File: src/rtl/io_port_arbiter_pkg.sv
// io_arb_pkg
// Shared definitions for the IO port arbiter:
//   - FSM state codes (IDLE, CMD, RWAIT, DONE) as fixed 2-bit constants
//   - IO port register addresses (status, led, switch low/high)
//   - cmd_t: the command latched from the winning master at grant time
// The command struct is sized by IO_ADDR_W/IO_DATA_W, which are also the
// default bus widths of io_port_arbiter.
package io_arb_pkg;

   localparam int IO_ADDR_W = 2;
   localparam int IO_DATA_W = 32;

   // Arbiter FSM state encoding.
   localparam logic [1:0] IDLE  = 2'd0;
   localparam logic [1:0] CMD   = 2'd1;
   localparam logic [1:0] RWAIT = 2'd2;
   localparam logic [1:0] DONE  = 2'd3;

   // IO port register map.
   localparam logic [IO_ADDR_W-1:0] IO_STATUS = 2'b00;
   localparam logic [IO_ADDR_W-1:0] IO_LED    = 2'b01;
   localparam logic [IO_ADDR_W-1:0] IO_SW_LO  = 2'b10;
   localparam logic [IO_ADDR_W-1:0] IO_SW_HI  = 2'b11;

   typedef struct packed {
      logic                 we;
      logic [IO_ADDR_W-1:0] addr;
      logic [IO_DATA_W-1:0] wdata;
   } cmd_t;

endpackage

File: src/rtl/io_port_arbiter_rr_arb2.sv
// rr_arb2
// Two-requester arbiter with a remembered last grant.
//   clk, rst    : clock, synchronous active-high reset
//   req[1:0]    : eligible requests this cycle
//   take        : 1 when the grant is actually consumed (updates last_grant)
//   grant[1:0]  : one-hot grant, combinational from req and last_grant
//   last_grant  : index of the most recently granted requester (reset: 1,
//                 so requester 0 wins the first contest)
// FIXED_PRIO=1 makes requester 0 win every contest; otherwise a contest goes
// to the requester that was not granted last.
module rr_arb2 #(
   parameter bit FIXED_PRIO = 1'b0
) (
   input  logic       clk,
   input  logic       rst,
   input  logic [1:0] req,
   input  logic       take,
   output logic [1:0] grant,
   output logic       last_grant
);

   // NOTE: every output of a combinational block gets a default first, so no
   // path through the case can leave it unassigned and infer a latch.
   always_comb begin
      grant = 2'b00;
      unique case (req)
         2'b01:   grant = 2'b01;
         2'b10:   grant = 2'b10;
         2'b11: begin
            if (FIXED_PRIO) grant = 2'b01;
            else            grant = last_grant ? 2'b01 : 2'b10;
         end
         default: grant = 2'b00;
      endcase
   end

   // NOTE: state registers use non-blocking assignments so every flop
   // samples pre-edge values, independent of block ordering.
   always_ff @(posedge clk) begin
      if (rst)                last_grant <= 1'b1;
      else if (take && |grant) last_grant <= grant[1];
   end

endmodule

File: src/rtl/io_port_arbiter.sv
// io_port_arbiter
// Shares the single IO port bus between the CPU data path (master 0) and an
// auxiliary master (master 1). One command is latched per grant, the port is
// strobed for exactly one cycle, and a registered one-cycle ack (with read
// data for reads) goes back to the owning master.
//   clk, rst                     : clock, synchronous active-high reset
//   mN_req/we/addr/wdata         : master N command, held until mN_ack
//   mN_ack                       : one-cycle completion pulse
//   mN_rdata                     : read data, valid with mN_ack, then held
//   p_read/p_write               : port strobes (one cycle per transaction)
//   p_addr/p_wdata               : port address / write data (held between)
//   p_rdata                      : port read data, valid cycle after p_read
//   busy                         : 1 whenever the FSM is not idle
//   owner                        : current / last granted master
// Sequence: IDLE -> CMD -> DONE (write) or IDLE -> CMD -> RWAIT -> DONE
// (read). The ack becomes visible in the IDLE cycle after DONE, which is why
// a master's own request is masked while its ack is high.
module io_port_arbiter
   import io_arb_pkg::*;
#(
   parameter int ADDR_W     = IO_ADDR_W,
   parameter int DATA_W     = IO_DATA_W,
   parameter bit FIXED_PRIO = 1'b0
) (
   input  logic              clk,
   input  logic              rst,
   input  logic              m0_req,
   input  logic              m0_we,
   input  logic [ADDR_W-1:0] m0_addr,
   input  logic [DATA_W-1:0] m0_wdata,
   output logic              m0_ack,
   output logic [DATA_W-1:0] m0_rdata,
   input  logic              m1_req,
   input  logic              m1_we,
   input  logic [ADDR_W-1:0] m1_addr,
   input  logic [DATA_W-1:0] m1_wdata,
   output logic              m1_ack,
   output logic [DATA_W-1:0] m1_rdata,
   output logic              p_read,
   output logic              p_write,
   output logic [ADDR_W-1:0] p_addr,
   output logic [DATA_W-1:0] p_wdata,
   input  logic [DATA_W-1:0] p_rdata,
   output logic              busy,
   output logic              owner
);

   logic [1:0] state;
   logic [1:0] elig;
   logic [1:0] grant;
   logic       take;
   logic       last_grant;
   cmd_t       win_cmd;
   cmd_t       cmd;

   // A master is not eligible in its own ack cycle: its req is still high
   // from the finished transaction and must not start a duplicate.
   assign elig = {m1_req & ~m1_ack, m0_req & ~m0_ack};
   assign take = (state == IDLE);

   rr_arb2 #(
      .FIXED_PRIO (FIXED_PRIO)
   ) u_arb (
      .clk        (clk),
      .rst        (rst),
      .req        (elig),
      .take       (take),
      .grant      (grant),
      .last_grant (last_grant)
   );

   // last_grant is a flop updated at the grant edge, so owner is registered.
   assign owner = last_grant;

   always_comb begin
      win_cmd = cmd_t'{we: m0_we, addr: m0_addr, wdata: m0_wdata};
      if (grant[1]) win_cmd = cmd_t'{we: m1_we, addr: m1_addr, wdata: m1_wdata};
   end

   always_ff @(posedge clk) begin
      if (rst) begin
         state    <= IDLE;
         cmd      <= '0;
         p_read   <= 1'b0;
         p_write  <= 1'b0;
         p_addr   <= '0;
         p_wdata  <= '0;
         m0_ack   <= 1'b0;
         m1_ack   <= 1'b0;
         m0_rdata <= '0;
         m1_rdata <= '0;
         busy     <= 1'b0;
      end else begin
         m0_ack <= 1'b0;
         m1_ack <= 1'b0;
         unique case (state)
            IDLE: begin
               if (|grant) begin
                  // Strobes and address are registered here so they are
                  // visible exactly during the CMD cycle.
                  cmd     <= win_cmd;
                  p_write <= win_cmd.we;
                  p_read  <= ~win_cmd.we;
                  p_addr  <= win_cmd.addr;
                  p_wdata <= win_cmd.wdata;
                  busy    <= 1'b1;
                  state   <= CMD;
               end
            end
            CMD: begin
               p_read  <= 1'b0;
               p_write <= 1'b0;
               state   <= cmd.we ? DONE : RWAIT;
            end
            RWAIT: begin
               // The port registers its data, so p_rdata is valid now.
               if (owner) m1_rdata <= p_rdata;
               else       m0_rdata <= p_rdata;
               state <= DONE;
            end
            DONE: begin
               m0_ack <= ~owner;
               m1_ack <= owner;
               busy   <= 1'b0;
               state  <= IDLE;
            end
            default: state <= IDLE;
         endcase
      end
   end

endmodule
File: config.mk
export PLATFORM = sky130hd
export DESIGN_NAME = io_port_arbiter
export DESIGN_NICKNAME = d
export VERILOG_FILES = /design/src/rtl/io_port_arbiter_pkg.sv /design/src/rtl/io_port_arbiter_rr_arb2.sv /design/src/rtl/io_port_arbiter.sv
export SDC_FILE = /design/constraint.sdc
export NUM_CORES = 1
export LEC_CHECK = 0
export CAP_MARGIN = 30
export CORE_ASPECT_RATIO = 0.6
export CORE_MARGIN = 2
export CORE_UTILIZATION = 36
export DETAILED_ROUTE_END_ITERATION = 7
export PLACE_DENSITY = 0.78
export SYNTH_ARGS = -nofsm -noshare
export SYNTH_HDL_FRONTEND = slang
export SYNTH_SLANG_ARGS = --single-unit
File: constraint.sdc
create_clock -name clk -period 1.45 [get_ports clk]
set_clock_uncertainty 0.15 [all_clocks]
set_input_delay 0.145 -clock clk [delete_from_list [all_inputs] [get_ports clk]]
set_output_delay 0.145 -clock clk [all_outputs]
set_load 0.02 [all_outputs]
==> Word-level counts from Yosys, hierarchy flattened <==
Cells that the tools add are included.
{ "word_totals": {"reg_bits": 107, "word_cells": 49} }
{ "classes": {"eq_ne": 7, "n_mux": 12, "bitwise": 7, "reduce_logical": 11} }
{ "ops": {"columns": ["operator", "n"], "rows": [
  ["$mux W35", 1],
  ["$reduce_and A2 Y1", 5],
  ["$eq A2 B2 Y1 const B", 4],
  ["$pmux W2 S4", 1],
  ["$pmux W1 S2", 3],
  ["$pmux W2 S3", 1],
  ["$not A1 Y1", 5],
  ["$eq A2 B1 Y1 const B", 2],
  ["$mux W1", 4],
  ["$mux W2", 2],
  ["$reduce_bool A2 Y1", 2],
  ["$reduce_or A2 Y1", 2],
  ["$and A1 B1 Y1", 2],
  ["$logic_not A2 Y1", 1],
  ["$ne A2 B2 Y1 const B", 1],
  ["$logic_and A1 B1 Y1", 1]
]} }

==> Logic depth before layout (Yosys ltp) <==
Gate-level depths: netlist of the first run.
{ "depth": {"word_depth": 8, "mapped_depth": 7} }

==> Hierarchy <==
Synthesis of the first run repeated with hierarchy kept, for this count alone.
{ "unflattened": {"hier_cells": 481, "hier_area_um2": 4190.3} }
{ "modules_own_cells": {"columns": ["mod", "instances", "cells_per_inst", "area_per_inst_um2", "seq_area_each_um2"], "rows": [
  ["io_port_arbiter", 1, 474, 4129.0, 2122.0],
  ["rr_arb2", 1, 7, 61.3, 20.0]
]} }

==> Least setup slack after synthesis of the first run <==
Ideal clock, no wire load.
{ "synth_timing": {"path_type": "reg-to-reg", "from": "register state[0]", "to": "register p_wdata[10]", "setup_time_ps": 125, "arrival_time_ps": 1296, "setup_slack_ps": -121, "path_stages_with_launch": 8, "n_path_buf": 2, "cell_sequence": "dfxtp_1 > inv_1 > ha_1 > a21boi_2 > buf_4 > buf_4 > o21ai_0 > a31oi_1"} }
{ "synth_between": {"elab_chain_len": 2} }
{ "synth_rtl": {"columns": ["item", "line_no", "source"], "rows": [
  ["start: declaration", "io_port_arbiter.sv:48", "logic [1:0] state;"],
  ["start signal: assignment", "io_port_arbiter.sv:113", "state <= cmd.we ? DONE : RWAIT;"],
  ["$logic_not A2 Y1", "io_port_arbiter.sv:96", "unique case (state)"],
  ["$reduce_and A2 Y1 (no line)", null, null],
  ["end signal: assignment", "io_port_arbiter.sv:105", "p_wdata <= win_cmd.wdata;"],
  ["end: declaration", "io_port_arbiter.sv:42", "output logic [DATA_W-1:0] p_wdata,"]
]} }
Every way passes these cells.
A chain may end at the register's enable or synchronous reset.

==> Worst setup path in the final report of the first run <==
{ "layout_timing": {"from": "register state[0]", "to": "register p_wdata[24]"} }
The elaborated chain is that of the path after synthesis.

==> results.ini, run 1 <==
[yosys]
synth_cell_types = 31
ys_async_sr_fraction_pct = 0
yosysMostFrequentCell = nand2_1
synth_commonest_cells = nand2_1, dfxtp_1, a21oi_1
avgSynthCellArea_um2 = 8.00
ys_warn_count = 0
synth_seq_cells = 107
ys.flop_type = dfxtp_1
synth_top_area_share_pct = 51.7
synth_area_leader_cell = dfxtp_1
synth_edf_count = 0
ys_top_cells_by_area = dfxtp_1, nand2_1, a21oi_1
syn-num-nets = 629
syn_inst = 518
synth_area_mm2 = 0.00414
ys_seq_area_share_pct = 51.7

[drt]
dr.pass1.iters = 5
wl_per_cell_um = 19.0
drc = 0
routed_wl_mm = 17.2
vias_per_cell = 5.23
vias = 4734
dr.first_iter.drc_count = 162
ant_nets = 0

[cells_and_area]
nets = 868
area_delta_synth_final_pct = 97.5
final_area_mm2 = 0.00819
seq_area_mm2 = 0.00215
layout-drive-gt1-share_pct = 33.7
antenna_cells = 0
fillers = 839
multi_input_area_mm2 = 0.00266
final_core_util_pct = 72.7

[grt]
grt_max_degree = 56
grt_first_pass_wirelength_mm = 24.1
antenna_found_initial = 0
first_global_vias = 4600
grt_overflow = 0
track_usage_pct = 24.9

[place]
gp_congestion = 0.881
pre_cts_slack_ns = -0.292
numPortBuffers = 209
dpl_cell_area_mm2 = 0.00648
hpwl_mm = 9.92

[timing]
period_needed_ns = 1.62
fin_hold_ws_ns = 0.0569
slew_headroom_pct = 74.2
worst-slew-pin-transition_ns = 0.387
setup_viol_count_final = 95
worst_slack_ns = -0.165
fmax_mhz = 619
slew_viol_final = 0
period_share_pct = 111
finalHoldViolations = 0
rsz0062_at_grt = yes

[clocking]
postCtsHoldBufs = 0
root_buffer = clkbuf_16
clk_latency_ns = 0.34
clkSinkCount = 107
clk_pin_slew_ns = 0.07
cts_max_level = 3
cts_buffer_depth = 2
cts_tree = built
cts_buffers = 9

[critical_path]
r2r_cells = 8
crit_path_end_kind = flop
cp.arrival_ns = 1.69
cpMaxStageDelayCell = dfxtp_2
r2r_slack_ns = -0.17
crit_required_ns = 1.53
crit_type = reg -> reg
worst_setup_path_start_kind = flop
reg2reg_from = state[0]
cp_slowest_stage_delay_ns = 0.33
critPathMaxFanout = 5
cp_cell_sequence = inv_2 -> ha_4 -> a21boi_4 -> buf_6 -> buf_8 -> buf_12 -> buf_16 -> a31oi_4
r2r_end = p_wdata[24]

[flow_run]
drv_cap = 0

[worst_hold_path]
worstHoldPathType = in -> reg
hold_depth = 4
hold_start = rst
whs_endpoint = p_wdata[2]

[floorplan]
start_util_pct = 36.8
rows = 30
die_h_um = 87.1
dieArea_mm2 = 0.0124
coreArea_mm2 = 0.0113
fp.dieW_um = 143
num_io_pins = 210

[power]
ir_drop_uv = 874
p_total_mw = 14.1
p_leak_nw = 3.73
power.density_mw_per_mm2 = 1720

[status]
status = finished with violations
violations = setup timing

-- state kept, by name (all words and copies together), names as in the netlist, 2 cells and up --
register	flops
m0_rdata	32
m1_rdata	32
p_wdata	32
p_addr	2
state	2
-- layout by cell type (no fill, tap or decap), types with 3 or more instances in the layout --
master,count
a211oi_2,3
a21oi_1,4
a21oi_2,61
a31oi_1,27
a31oi_4,5
buf_12,15
buf_16,8
buf_4,16
buf_6,11
clkbuf_16,15
clkdlybuf4s50_1,104
clkinvlp_4,3
dfxtp_1,103
dfxtp_2,3
dlygate4sd2_1,103
ha_4,3
nand2_1,134
nand2_2,13
nand2_4,53
nor2_2,5
o21ai_0,6
o21ai_1,10
o21ai_2,19
-- worst max-delay path: cells and delay by family, from the launching register on --
kind                       cells  cell delay (ns)
AOI/OAI and AO/OA              2             0.31
adders and majority gates      1             0.14
buffers and inverters          5             0.58
DFF                            1             0.33
-- per-stage QoR --
stage | setup TNS [ns] | std cells
after CTS | -5.74 | 897
final | -8.68 | 906
after global placement | -9.10 | 857
after detailed placement | -14.19 | 857
after floorplan | -0.0869 | 518
after global routing | -13.76 | 906
-- layer usage --
| metal | global-route usage, % | wire (um) | vias to the layer above |
|---|---|---|---|
| met5 | 0 | 0 | - |
| met2 | 41.6 | 8190 | 167 |
| met1 | 32.5 | 7680 | 2322 |
| met3 | 6.05 | 955 | 27 |
| met4 | 6.84 | 338 | 0 |
| li1 | - | - | 2218 |
-- worst max-delay path by stage --
| stage | cells after the start | from | slack (ns) | end |
|---|---|---|---|---|
| after detailed placement | 6 | m0_req | -0.29 | p_wdata[31] |
| after CTS | 8 | state[0] | -0.10 | p_wdata[30] |
| after global routing | 8 | state[0] | -0.22 | p_wdata[17] |
| after global placement | 6 | m0_req | -0.22 | p_addr[1] |
| final | 8 | state[0] | -0.17 | p_wdata[24] |
| after floorplan | 7 | state[1] | -0.01 | p_wdata[10] |
-- logic make-up after synthesis --
| logic type | count (synthesis) | share of synthesized area, % |
|---|---|---|
| DFF | 107 | 51.7 |
| adders and majority gates | 5 | 1.51 |
| AOI/OAI and AO/OA | 142 | 19.3 |
| and+or+nand+nor | 218 | 21.0 |
| muxes | 2 | 0.483 |
| buffers and inverters | 44 | 6.07 |
-- timing repair --
item                                    in CTS  in global routing
pin swaps                                   14                 74
buffers inserted                            13                  6
endpoints found under the setup margin     205                104
gates cloned                                11                  7
resized for setup                          175                205
-- power breakdown --
group / switching, mW / internal [mW]
clock: 1.10 / 1.17
combinational: 3.97 / 3.82
sequential: 0.408 / 3.62
total: 5.48 / 8.61
-- cell type report --
class	instances	area share (%)
clock inverter	6	0.504
sequential	107	26.3
tap	144	2.20
multi-input combinational	367	32.5
clock buffer	10	2.80
timing repair buffer	268	35.5
inverter	4	0.183
No activity file was read; power rests on OpenSTA's default activity.
==> inputs of run 2 (changes only) <==
Settings changed: CTS_CLUSTER_DIAMETER set to 50, PLACE_DENSITY 0.78 to unset, PLACE_DENSITY_LB_ADDON set to 0.08, SKIP_LAST_GASP set to 1.
==> run 2 against run 1 <==
- the flow still finishes with violations (setup timing)
- flip-flop and latch count stayed put
- cell count is 2.5% lower
- power is 15% lower
- die area stayed put
- first-iteration DRC count is 30% higher
- fmax is 3.5% higher
- non-clock buffer count is 23 lower
- core utilization is 11 points lower
- largest cell class unchanged
- highest routed layer unchanged
==> results.ini, run 2 (synthesized netlist as in run 1, its figures left out) <==
[power]
power_frac_comb_pct = 45.8  ; -9.5 points
ir_drop_uv = 841  ; -3.7%
p_sw_mw = 4.46  ; -19%
p_total_mw = 12.0  ; -15%
internal_power_mw = 7.56  ; -12%
switching_share_pct = 37.1  ; -1.8 points
pwr-share-seq_pct = 33.1  ; +4.5 points
power.density_mw_per_mm2 = 1730  ; +0.73%
p_leak_nw = 3.06  ; -18%
power_frac_clock_pct = 21.1  ; +5.0 points

[clocking]
clk_pin_slew_ns = 0.07  ; about the same
cts_max_level = 3  ; unchanged
root_buffer = clkbuf_16
cts_buffers = 9  ; unchanged
cts_buffer_depth = 2  ; unchanged
clk_latency_ns = 0.34  ; about the same
clkSinkCount = 107  ; unchanged
cts_tree = built

[timing]
setup_viol_count_final = 51  ; -46%
worst-slew-pin-transition_ns = 0.335  ; -0.0524 ns
period_share_pct = 108  ; -3.8 points
rsz0062_at_grt = yes
slew_viol_final = 0  ; unchanged
fmax_mhz = 641  ; +3.5%
slew_headroom_pct = 77.7  ; +3.5 points
worst_slack_ns = -0.110  ; +0.0551 ns
period_needed_ns = 1.56  ; -0.0551 ns
setup_tns_ns = -2.76  ; +5.92 ns
finalHoldViolations = 0  ; unchanged
fin_hold_ws_ns = 0.214  ; +0.157 ns

[grt]
grt_first_pass_wirelength_mm = 21.0  ; -13%
gr-usage-met1_pct = 28.7  ; -3.8 points
grt_use_met3_pct = 6.21  ; +0.16 points
grt_max_degree = 33  ; -41%
track_usage_pct = 21.4  ; -3.5 points
met2_usage_pct = 34.1  ; -7.4 points
first_global_vias = 4221  ; -8.2%
grt_overflow = 0  ; unchanged
antenna_found_initial = 0  ; unchanged
top_usage_layer = met2

[drt]
routed_wl_mm = 13.8  ; -20%
drc = 0  ; unchanged
vias_per_cell = 4.98  ; -4.7%
dr.pass1.iters = 4  ; -1
dr.first_iter.drc_count = 211  ; +30%
wl_per_cell_um = 15.6  ; -18%
vias = 4399  ; -7.1%
ant_nets = 0  ; unchanged

[place]
gp_congestion = 0.756  ; -14%
pre_cts_slack_ns = -0.303  ; -0.0110 ns
hpwl_mm = 9.24  ; -6.9%
numPortBuffers = 209  ; unchanged
dpl_cell_area_mm2 = 0.00648  ; about the same
place_inst = 855  ; -0.23%

[floorplan]
rows = 30  ; unchanged
die_h_um = 87.1  ; unchanged
coreArea_mm2 = 0.0113  ; unchanged
dieArea_mm2 = 0.0124  ; unchanged
start_util_pct = 36.8  ; unchanged
num_io_pins = 210  ; unchanged
fp.dieW_um = 143  ; unchanged

[cells_and_area]
antenna_cells = 0  ; unchanged
area_delta_synth_final_pct = 67.4
final_cells = 883  ; -2.5%
layout_commonest_cell = nand2_1
reg.largest.list = m0_rdata x32, m1_rdata x32, p_wdata x32
fillers = 996  ; +19%
layout-drive-gt1-share_pct = 10.6  ; -23 points
final_core_util_pct = 61.6  ; -11 points
layout_common_cells = nand2_1, clkdlybuf4s50_1, dlygate4sd2_1
nets = 845  ; -2.6%
final_area_mm2 = 0.00694  ; -15%

[critical_path]
critPathMaxFanout = 7  ; +2
crit_type = reg -> reg
crit_path_end_kind = flop
cp.arrival_ns = 1.67  ; -0.02 ns
reg2reg_from = state[0]
worst_setup_path_start_kind = flop
crit_start = state[0]
r2r_slack_ns = -0.11  ; +0.06 ns
crit_required_ns = 1.56  ; +0.03 ns

[status]
status = finished with violations
violations = setup timing

[worst_hold_path]
hold_start = m0_wdata[20]
worstHoldPathType = in -> reg

[flow_run]
drv_cap = 0  ; unchanged

## run 2: per-layer routing
metal | wire length [um] | vias to the layer above
met4 | 149 | 0
met2 | 6010 | 149
met1 | 6650 | 2079
met3 | 980 | 13
met5 | 0 | -
li1 | - | 2158
## run 2: critical path: stages (launching register included)
cell	delay (ns)
dfxtp_2	0.34
inv_4	0.07
ha_4	0.13
a21boi_4	0.20
buf_6	0.18
buf_6	0.16
o21ai_1	0.07
a31oi_1	0.17
## run 2: layout make-up
class / count / area, um^2 / area share, %
Inverter: 4 / 17.5 / 0.253
Clock buffer: 10 / 239 / 3.45
Sequential cell: 107 / 2150 / 31.0
Multi-Input combinational cell: 367 / 1820 / 26.2
Tap cell: 144 / 180 / 2.60
Clock inverter: 6 / 72.6 / 1.05
Timing Repair Buffer: 245 / 2460 / 35.5
## run 2: path summary, 6_finish.rpt
check,cells past startpoint,endpoint
worst max-delay path,7,p_wdata[22]
worst min-delay path,3,p_wdata[20]
worst max register to register,7,p_wdata[22]
worst min register to register,2,m0_rdata[24]
## run 2: repair_timing
| action | in CTS | in global routing |
|---|---|---|
| setup buffers | 5 | 0 |
| hold endpoints to repair | 1 | 0 |
| setup endpoints to repair | 148 | 102 |
| resized for setup | 112 | 23 |
| pin swaps | 1 | 4 |
| cloned | 3 | 3 |
| hold buffers | 1 | 0 |
## run 2: power by group through the flow
stage	clock [mW]	sequential (mW)	combinational, mW
after global placement	0	4.01	4.77
after detailed placement	0	4.03	4.85
after floorplan	0	4.75	1.86
after CTS	2.60	3.95	5.12
after global routing	2.72	4.06	5.88
final	2.54	3.98	5.51
==> inputs of run 3 (changes only) <==
Settings changed: MAX_ROUTING_LAYER set to met4.
==> run 3 against run 2 <==
- the run still ends with setup timing left
- sequential share of layout area unchanged
- via count up 0.18%
- cell area unchanged
- cell count unchanged
- sequential power about the same
- power down 0.16%
- largest power group unchanged
- combinational power about the same
- wire length down 0.30%
- worst setup slack better by 0.0066 ns
- non-clock buffer count unchanged
- critical endpoint is now p_wdata[27]
- clock power about the same
- core utilization unchanged
==> results.ini, run 3 (synthesized netlist as in run 1, its figures left out) <==
[timing]
finalHoldViolations = 0  ; unchanged
slew_viol_final = 0  ; unchanged
slew_headroom_pct = 78.0  ; +0.28 points
period_needed_ns = 1.55  ; -0.00663 ns
worst_slack_ns = -0.104  ; +0.00663 ns
fmax_mhz = 644  ; +0.43%
rsz0062_at_grt = yes
period_share_pct = 107  ; -0.46 points
worst-slew-pin-transition_ns = 0.330  ; -0.00415 ns
setup_viol_count_final = 46  ; -9.8%
setup_tns_ns = -2.48  ; +0.273 ns

[grt]
track_usage_pct = 22.0  ; +0.62 points
grt_max_degree = 33  ; unchanged
grt_overflow = 0  ; unchanged
antenna_found_initial = 0  ; unchanged
grt_first_pass_wirelength_mm = 21.0  ; about the same
first_global_vias = 4223  ; +0.047%

[cells_and_area]
final_cells = 883  ; unchanged
seq_area_mm2 = 0.00215  ; unchanged
layout_common_cells = nand2_1, clkdlybuf4s50_1, dlygate4sd2_1
area_delta_synth_final_pct = 67.4  ; unchanged
multi_input_area_mm2 = 0.00182  ; unchanged
layout_commonest_cell = nand2_1
reg.largest.list = m0_rdata x32, m1_rdata x32, p_wdata x32
final_core_util_pct = 61.6  ; unchanged
antenna_cells = 0  ; unchanged
layout-drive-gt1-share_pct = 10.6  ; unchanged
fillers = 996  ; unchanged
nets = 845  ; unchanged

[power]
p_leak_nw = 3.06  ; about the same
power.density_mw_per_mm2 = 1730  ; -0.16%
ir_drop_uv = 840  ; about the same
p_total_mw = 12.0  ; -0.16%

[critical_path]
crit_path_end_kind = flop
reg2reg_from = state[0]
worst_setup_path_start_kind = flop
crit_required_ns = 1.56  ; about the same
r2r_cells = 7  ; unchanged
cp.arrival_ns = 1.67  ; about the same
endpoint = p_wdata[27]
crit_type = reg -> reg
r2r_end = p_wdata[27]
r2r_slack_ns = -0.10  ; about the same
crit_start = state[0]
critPathMaxFanout = 7  ; unchanged

[clocking]
clk_pin_slew_ns = 0.07  ; about the same
cts_buffer_depth = 2  ; unchanged
cts_buffers = 9  ; unchanged
clkSinkCount = 107  ; unchanged
cts_tree = built
clk_latency_ns = 0.34  ; about the same
root_buffer = clkbuf_16
cts_max_level = 3  ; unchanged

[status]
status = finished with violations
violations = setup timing

[place]
numPortBuffers = 209  ; unchanged
gp_congestion = 0.766  ; +1.3%
hpwl_mm = 9.24  ; unchanged
place_inst = 855  ; unchanged

[drt]
routed_wl_mm = 13.8  ; -0.30%
wl_per_cell_um = 15.6  ; -0.30%
vias_per_cell = 4.99  ; +0.18%
dr.first_iter.drc_count = 205  ; -2.8%
vias = 4407  ; +0.18%
drc = 0  ; unchanged
dr.pass1.iters = 6  ; +2
ant_nets = 0  ; unchanged

[floorplan]
coreArea_mm2 = 0.0113  ; unchanged
dieArea_mm2 = 0.0124  ; unchanged
num_io_pins = 210  ; unchanged
rows = 30  ; unchanged
die_h_um = 87.1  ; unchanged
fp.dieW_um = 143  ; unchanged
start_util_pct = 36.8  ; unchanged

[worst_hold_path]
worstHoldPathType = in -> reg
hold_depth = 3  ; unchanged

[flow_run]
drv_cap = 0  ; unchanged

run 3: cell counts in the layout (fill, tap and decap cells not counted):
No cell type changed its count.
run 3: cell type report:
class                   instances  area share (%)
repair buffers                245            35.5
flip-flops and latches        107            31.0
multi-input cells             367            26.2
clock buffers                  10            3.45
well taps                     144            2.60
clock inverters                 6            1.05
inverters                       4           0.253
run 3: worst min path at each step:
stage                             from      endpoint
final                     m0_wdata[20]   p_wdata[20]
after global placement             rst      state[0]
after floorplan            p_rdata[12]  m0_rdata[12]
after CTS                 m1_wdata[16]   p_wdata[16]
after global routing       p_rdata[25]  m0_rdata[25]
after detailed placement           rst      state[0]
run 3: report_power, final:
group          internal, mW  leakage, nW  switching, mW
Sequential             3.61        0.875          0.365
Clock                  1.41        0.155           1.12
Combinational          2.54         2.03           2.96
Total                  7.56         3.06           4.44
run 3: metrics by stage:
step	setup slack, ns	hold slack [ns]	instance area, um^2
after CTS	-0.0759	0.201	6830
after global routing	-0.154	0.213	6940
after detailed placement	-0.303	0.294	6480
final	-0.104	0.213	6940
after floorplan	-0.00965	0.131	4160
after global placement	-0.218	0.287	6480
run 3: routing by layer:
| layer | global-route usage (%) | part of all wire [%] | vias up |
|---|---|---|---|
| met5 | - | 0 | - |
| met4 | 5.58 | 1.2 | 0 |
| met3 | 5.61 | 7.4 | 14 |
| met2 | 34.0 | 44 | 149 |
| met1 | 29.1 | 48 | 2086 |
| li1 | - | - | 2158 |
run 3: repair_timing:
action / 4_1_cts / 5_1_grt
gates resized for setup: 112 / 25
cloned: 3 / 3
hold buffers: 1 / 0
setup buffers: 5 / 0
endpoints found under the hold margin: 1 / 0
setup endpoints to repair: 148 / 102
pin swaps: 1 / 4
run 3: critical path: stages, from the launching register on:
cell       delay, ns
dfxtp_2         0.34
inv_4           0.07
ha_4            0.13
a21boi_4        0.20
buf_6           0.18
clkbuf_16       0.17
o21ai_2         0.06
a31oi_1         0.17
